===== src/rtl/dg_adc_pkg.sv =====
// -----------------------------------------------------------------------------
// dg_adc_pkg
// Shared definitions for the SAR ADC controller.
//   - adc_state_e       : controller FSM states (IDLE, SAMPLE, TRIAL, DONE)
//   - DG_ADC_WIDTH_DEF  : default conversion resolution in bits
//   - DG_ADC_SETTLE_DEF : default cycles per sample phase / bit trial
// -----------------------------------------------------------------------------
package dg_adc_pkg;

  localparam int DG_ADC_WIDTH_DEF  = 8;
  localparam int DG_ADC_SETTLE_DEF = 2;

  typedef enum logic [1:0] {
    ST_IDLE   = 2'd0,
    ST_SAMPLE = 2'd1,
    ST_TRIAL  = 2'd2,
    ST_DONE   = 2'd3
  } adc_state_e;

endpackage


===== src/rtl/dg_sync2.sv =====
// -----------------------------------------------------------------------------
// dg_sync2
// Two-flop synchronizer for the asynchronous comparator output.
// Only compiled when DG_ADC_COMP_SYNC_EN is defined; the default build of the
// controller samples the comparator directly and has no use for it.
// Ports:
//   clk   - sampling clock
//   rst_n - asynchronous active-low reset, clears both stages
//   d     - asynchronous input
//   q     - synchronized output (two clock cycles of latency)
// -----------------------------------------------------------------------------
`ifdef DG_ADC_COMP_SYNC_EN
module dg_sync2 (
  input  logic clk,
  input  logic rst_n,
  input  logic d,
  output logic q
);

  logic meta_r;
  logic sync_r;

  // Two back-to-back flops give the first stage a full cycle to resolve.
  always_ff @(posedge clk or negedge rst_n) begin
    if (!rst_n) begin
      meta_r <= 1'b0;
      sync_r <= 1'b0;
    end else begin
      meta_r <= d;
      sync_r <= meta_r;
    end
  end

  assign q = sync_r;

endmodule
`endif


===== src/rtl/dg_sar_adc_ctrl.sv =====
// -----------------------------------------------------------------------------
// dg_sar_adc_ctrl
// Successive-approximation ADC controller. Tracks the input for SETTLE cycles,
// then tests one bit per phase from MSB to LSB against the comparator, and
// presents the final code with a valid/ready handshake.
// Optional build macro: DG_ADC_COMP_SYNC_EN -- routes comp through dg_sync2
// and stretches each bit-trial phase to SETTLE+2 cycles to absorb its latency.
// Ports:
//   clk      - clock, all state changes on the rising edge
//   rst_n    - asynchronous active-low reset
//   start    - conversion request (taken in IDLE, or in DONE on handshake)
//   comp     - comparator, 1 = analog input >= DAC output
//   dac_code - trial code to the DAC
//   sample   - track/hold control, high = track
//   busy     - high during SAMPLE and TRIAL
//   result   - converted code, stable while valid is high
//   valid    - result available
//   ready    - consumer accepts result
// All outputs are registered.
// -----------------------------------------------------------------------------
module dg_sar_adc_ctrl
  import dg_adc_pkg::*;
#(
  parameter int WIDTH  = DG_ADC_WIDTH_DEF,
  parameter int SETTLE = DG_ADC_SETTLE_DEF
) (
  input  logic             clk,
  input  logic             rst_n,
  input  logic             start,
  input  logic             comp,
  output logic [WIDTH-1:0] dac_code,
  output logic             sample,
  output logic             busy,
  output logic [WIDTH-1:0] result,
  output logic             valid,
  input  logic             ready
);

`ifdef DG_ADC_COMP_SYNC_EN
  localparam int TRIAL_LEN = SETTLE + 2;
`else
  localparam int TRIAL_LEN = SETTLE;
`endif
  // Counter only ever reaches TRIAL_LEN-1, so it never wraps.
  localparam int CNT_W = $clog2(TRIAL_LEN + 1);
  localparam int BIT_W = $clog2(WIDTH);

  localparam logic [CNT_W-1:0] SAMPLE_LAST = CNT_W'(SETTLE - 1);
  localparam logic [CNT_W-1:0] TRIAL_LAST  = CNT_W'(TRIAL_LEN - 1);
  localparam logic [BIT_W-1:0] MSB_IDX     = BIT_W'(WIDTH - 1);
  localparam logic [WIDTH-1:0] MSB_CODE    = {1'b1, {(WIDTH-1){1'b0}}};
  localparam logic [WIDTH-1:0] ONE_CODE    = {{(WIDTH-1){1'b0}}, 1'b1};
  localparam logic [WIDTH-1:0] ZERO_CODE   = {WIDTH{1'b0}};

  logic comp_s;

`ifdef DG_ADC_COMP_SYNC_EN
  dg_sync2 u_comp_sync (
    .clk   (clk),
    .rst_n (rst_n),
    .d     (comp),
    .q     (comp_s)
  );
`else
  assign comp_s = comp;
`endif

  adc_state_e       state_r,  state_nxt_s;
  logic [CNT_W-1:0] cnt_r,    cnt_nxt_s;
  logic [BIT_W-1:0] bit_r,    bit_nxt_s;
  logic             fin_r,    fin_nxt_s;
  logic [WIDTH-1:0] dac_r,    dac_nxt_s;
  logic             sample_r, sample_nxt_s;
  logic             busy_r,   busy_nxt_s;
  logic             valid_r,  valid_nxt_s;
  logic [WIDTH-1:0] result_r, result_nxt_s;
  logic [WIDTH-1:0] bit_mask_s;
  logic [WIDTH-1:0] kept_s;

  // Decision for the bit under test: keep it on comp=1, clear it on comp=0.
  always_comb begin
    bit_mask_s = ONE_CODE << bit_r;
    if (comp_s) begin
      kept_s = dac_r;
    end else begin
      kept_s = dac_r & ~bit_mask_s;
    end
  end

  // Next-state and next-output logic.
  always_comb begin
    state_nxt_s  = state_r;
    cnt_nxt_s    = cnt_r;
    bit_nxt_s    = bit_r;
    fin_nxt_s    = fin_r;
    dac_nxt_s    = dac_r;
    sample_nxt_s = 1'b0;
    busy_nxt_s   = busy_r;
    valid_nxt_s  = valid_r;
    result_nxt_s = result_r;

    case (state_r)
      ST_IDLE: begin
        dac_nxt_s = ZERO_CODE;
        if (start) begin
          state_nxt_s  = ST_SAMPLE;
          cnt_nxt_s    = {CNT_W{1'b0}};
          sample_nxt_s = 1'b1;
          busy_nxt_s   = 1'b1;
        end else begin
          busy_nxt_s   = 1'b0;
        end
      end

      ST_SAMPLE: begin
        if (cnt_r == SAMPLE_LAST) begin
          state_nxt_s = ST_TRIAL;
          cnt_nxt_s   = {CNT_W{1'b0}};
          bit_nxt_s   = MSB_IDX;
          fin_nxt_s   = 1'b0;
          dac_nxt_s   = MSB_CODE;
        end else begin
          cnt_nxt_s    = cnt_r + CNT_W'(1);
          sample_nxt_s = 1'b1;
        end
      end

      ST_TRIAL: begin
        // fin_r marks the cycle after the LSB decision; the final code is
        // already on dac_r and is published here.
        if (fin_r) begin
          state_nxt_s  = ST_DONE;
          fin_nxt_s    = 1'b0;
          busy_nxt_s   = 1'b0;
          valid_nxt_s  = 1'b1;
          result_nxt_s = dac_r;
        end else if (cnt_r == TRIAL_LAST) begin
          cnt_nxt_s = {CNT_W{1'b0}};
          // Shifting the mask right sets the next lower trial bit; at the
          // LSB it shifts out to zero and the kept code is final.
          dac_nxt_s = kept_s | (bit_mask_s >> 1);
          if (bit_r == {BIT_W{1'b0}}) begin
            fin_nxt_s = 1'b1;
          end else begin
            bit_nxt_s = bit_r - BIT_W'(1);
          end
        end else begin
          cnt_nxt_s = cnt_r + CNT_W'(1);
        end
      end

      ST_DONE: begin
        if (valid_r && ready) begin
          valid_nxt_s = 1'b0;
          dac_nxt_s   = ZERO_CODE;
          cnt_nxt_s   = {CNT_W{1'b0}};
          if (start) begin
            state_nxt_s  = ST_SAMPLE;
            sample_nxt_s = 1'b1;
            busy_nxt_s   = 1'b1;
          end else begin
            state_nxt_s  = ST_IDLE;
          end
        end else begin
          state_nxt_s = ST_DONE;
        end
      end

      default: begin
        state_nxt_s  = ST_IDLE;
        cnt_nxt_s    = {CNT_W{1'b0}};
        bit_nxt_s    = {BIT_W{1'b0}};
        fin_nxt_s    = 1'b0;
        dac_nxt_s    = ZERO_CODE;
        busy_nxt_s   = 1'b0;
        valid_nxt_s  = 1'b0;
        result_nxt_s = ZERO_CODE;
      end
    endcase
  end

  // State, counters and registered outputs.
  always_ff @(posedge clk or negedge rst_n) begin
    if (!rst_n) begin
      state_r  <= ST_IDLE;
      cnt_r    <= {CNT_W{1'b0}};
      bit_r    <= {BIT_W{1'b0}};
      fin_r    <= 1'b0;
      dac_r    <= ZERO_CODE;
      sample_r <= 1'b0;
      busy_r   <= 1'b0;
      valid_r  <= 1'b0;
      result_r <= ZERO_CODE;
    end else begin
      state_r  <= state_nxt_s;
      cnt_r    <= cnt_nxt_s;
      bit_r    <= bit_nxt_s;
      fin_r    <= fin_nxt_s;
      dac_r    <= dac_nxt_s;
      sample_r <= sample_nxt_s;
      busy_r   <= busy_nxt_s;
      valid_r  <= valid_nxt_s;
      result_r <= result_nxt_s;
    end
  end

  assign dac_code = dac_r;
  assign sample   = sample_r;
  assign busy     = busy_r;
  assign valid    = valid_r;
  assign result   = result_r;

endmodule


===== config.mk =====
export PLATFORM = sky130hd
export DESIGN_NAME = dg_sar_adc_ctrl
export DESIGN_NICKNAME = d
export VERILOG_FILES = /design/src/rtl/dg_adc_pkg.sv /design/src/rtl/dg_sync2.sv /design/src/rtl/dg_sar_adc_ctrl.sv
export SDC_FILE = /design/constraint.sdc
export NUM_CORES = 1
export LEC_CHECK = 0
export ABC_AREA = 1
export BUFFER_PORTS_ARGS = -buffer_cell sky130_fd_sc_hd__buf_2
export CAP_MARGIN = 20
export CORE_MARGIN = 2
export CORE_UTILIZATION = 43
export CTS_CLUSTER_DIAMETER = 50
export CTS_CLUSTER_SIZE = 8
export DETAILED_ROUTE_END_ITERATION = 8
export REMOVE_ABC_BUFFERS = 1
export SLEW_MARGIN = 0
export SYNTH_ARGS = -nofsm -noshare
export SYNTH_HDL_FRONTEND = slang
export SYNTH_SLANG_ARGS = --single-unit

===== constraint.sdc =====
create_clock -name clk -period 2.2 [get_ports clk]
set_input_delay 0.22 -clock clk [delete_from_list [all_inputs] [get_ports clk]]
set_output_delay 0.22 -clock clk [all_outputs]
set_load 0.01 [all_outputs]

==> results.toml <==
[setup_path]
arrival_ns = 2.02
endpoint_kind = "flip-flop"
r2r_end = "dac_code[0]"
r2r_setup_slack_ns = 0.41
required_ns = 2.43
reg2reg_depth = 8
reg2reg_from = "state_r[0]"
critical_path_class = "flip-flop to flip-flop"
worstPathMaxFanout = 10
startpoint_type = "flip-flop"

[logic_synthesis]
yosys_warnings = 0
netlist_area_mm2 = 0.00155
yosysMostFrequentCell = "nand2_1"
avgSynthCellArea_um2 = 8.32
netlist.area_leader.share_pct = 43.7
synth.area.mux_share_pct = 5.82
synthSimpleGateAreaFrac_pct = 28.4
synth_edf_count = 0
yosys.area.top_type = "dfrtp_1"
synth_compound_area_share_pct = 5.90
synth_cell_types = 22
ys_seq_area_share_pct = 43.7
async_flop_share_pct = 100
yosys.area_share.xor_xnor_pct = 0.566
yosys-top-cells-count = "67 x nand2_1, 27 x dfrtp_1, 17 x nand3_1"
ys_ff_latch = 27
synthCells = 186
synthTopCellsByArea = "dfrtp_1 44%, nand2_1 16%, ha_1 8.9%, mux2_2 5.8%, nand3_1 5.5%"
ys.flop_type = "dfrtp_1"
synthAdderAreaFrac_pct = 8.89
synth_top_family_by_area = "simple AND/OR/NAND/NOR gates"

[sta]
finalMaxSlewViolations = 0
period_needed_ns = 1.79
finClkSkew_ns = 0.0104
timing_hold_violations_final = 0
setup_tns_ns = 0
max_slew_margin_pct = 59.4
fin_crit_sh_pct = 81.5
whs_ns = 0.253
fmax_mhz = 558
rsz0062_at_grt = "false"
worst_pin_slew_ns = 0.609
setup_violations = 0

[power_and_ir_drop]
p_switching_w = 0.000949
power_density_mw_per_mm2 = 1150
irDropWorstVdd_mv = 0.583
pwr-share-clk_pct = 10.7
power_w = 0.00200
p_sw_share_pct = 47.4
p_comb_share_pct = 52.5
p_leak_nw = 1.04
p_int_w = 0.00105
power_frac_seq_pct = 36.8

[hold_path]
hold_end = "sample"
min_from = "start"
holdPathStages = 5
holdCritPathClass = "primary input to flip-flop"

[drt]
num_vias = 1267
drc = 0
via_per_inst = 4.91
wl_per_cell_um = 11.4
drt_iter0_drc = 60
wl_mm = 2.95
firstDrtPassIters = 4
drtAntennaViolNets = 0

[global_route]
grt_pass1_vias = 1162
grt_pass1_wl_mm = 5.22
grt_overflow_total = 0
grtUsageTotal_pct = 16.3
grt_antenna_before_repair = 0
grt_max_degree = 28

[cells_and_area]
drive_above_1_share_pct = 21.7
fin_util_pct = 51.2
antenna_cells = 0
fill_cells = 324
nNetsFinal = 229
stdcell_count = 258
syn2layout_area_growth_pct = 12.1

[place]
place_inst = 253
placement.io_buffers = 23
hpwlAfterDp_mm = 2.26
place.gp.congestion = 0.842

[floorplan]
dieWidth_um = 64.0
ios = 24
die_area_mm2 = 0.00410
rows = 21
core_mm2 = 0.00339
die_y_um = 64.0
initial_utilization_pct = 45.7

[clocking]
htreeDepth = 1
cts-buffers-inserted = 3
postCtsSetupBuffers = 0
cts_max_path_buffers = 2
clk_latency_ns = 0.33
clk_pin_slew_ns = 0.15
clock-sinks = 27
cts_tree = "yes"
ctsResizeCount = 0
root_buffer = "clkbuf_4"

[job]
cap_violations = 0

[outcome]
status = "completed"
## registers in the layout, indices dropped and copies added, names as in the netlist
signal,cells
result,8
busy,1
state_r,2
bit_r,3
valid,1
dac_code,8
sample,1
cnt_r,2
fin_r,1
## what timing repair did
action | in CTS | in global routing
endpoints found under the setup margin | 0 | 0
hold endpoints to repair | 27 | 0
hold buffers | 1 | 0
## worst max-delay path, cell delays in order (launching register included)
cell     delay [ns]
dfrtp_1        0.47
inv_1          0.13
ha_1           0.37
nand2_4        0.23
nand2_4        0.09
nor2_8         0.20
inv_4          0.08
nand2_1        0.06
nand2_1        0.05
## final cells by class
type                            count  area (um2)  area share [%]
Clock buffer                        3        22.5            1.30
Clock inverter                      1        5.00           0.288
Inverter                           20        82.6            4.76
Multi-Input combinational cell    137         767            44.2
Sequential cell                    27         676            38.9
Tap cell                           46        57.6            3.32
Timing Repair Buffer               24         125            7.21
## through the flow
| step | setup WS [ns] | cell area (um2) |
|---|---|---|
| 2_1_floorplan | 0.664 | 1530 |
| 3_3_place_gp | 0.496 | 1700 |
| 3_5_place_dp | 0.401 | 1700 |
| 4_1_cts | 0.388 | 1740 |
| 5_1_grt | 0.224 | 1740 |
| 6_report | 0.407 | 1740 |
## power groups by stage
stage               registers, W  clock network, W  logic [W]
global placement        0.000738                 0    0.00104
detailed placement      0.000746                 0    0.00106
floorplan               0.000751                 0   0.000774
finish                  0.000737          0.000215    0.00105
global route            0.000759          0.000256    0.00121
CTS                     0.000736          0.000225    0.00106
## logic make-up (layout without fill, tap and decap cells)
kind of cell / count (synthesis) / in the layout
AND/OR/NAND/NOR: 100 / 100
flip-flops: 27 / 27
buffers and inverters: 22 / 48
AO/OA/AOI/OAI: 17 / 17
adder cells (fa/ha/maj): 11 / 11
multiplexers: 8 / 8
XOR/XNOR: 1 / 1
## layout by cell type, fill, tap and decap left out, drive strengths merged
cell type and instances:
a21o 1, a31oi 1, clkinv 1, nand3 17, dlygate4sd3 1, xor2 1, mux2 8, ha 11
nor2 12, dfrtp 27, nor3 1, a21oi 2, clkbuf 3, o21bai 1, o21ai 12, buf 23
nand2 70, inv 20
## worst max path at each step
stage / start / endpoint / depth (start not counted)
final: state_r[0] / dac_code[0] / 8
after global routing: state_r[0] / dac_code[0] / 8
after CTS: state_r[0] / dac_code[0] / 8
after detailed placement: state_r[0] / dac_code[1] / 8
after global placement: state_r[0] / dac_code[0] / 8
after floorplan: state_r[0] / dac_code[0] / 8
## routing by layer
| metal | up-vias | wire, um | GRT usage [%] |
|---|---|---|---|
| met5 | - | 0 | 0 |
| met4 | 0 | 31 | 4.08 |
| met3 | 4 | 109 | 3.70 |
| met2 | 25 | 1360 | 26.7 |
| met1 | 594 | 1440 | 21.6 |
| li1 | 644 | - | - |
No activity file was read; power rests on OpenSTA's default activity.
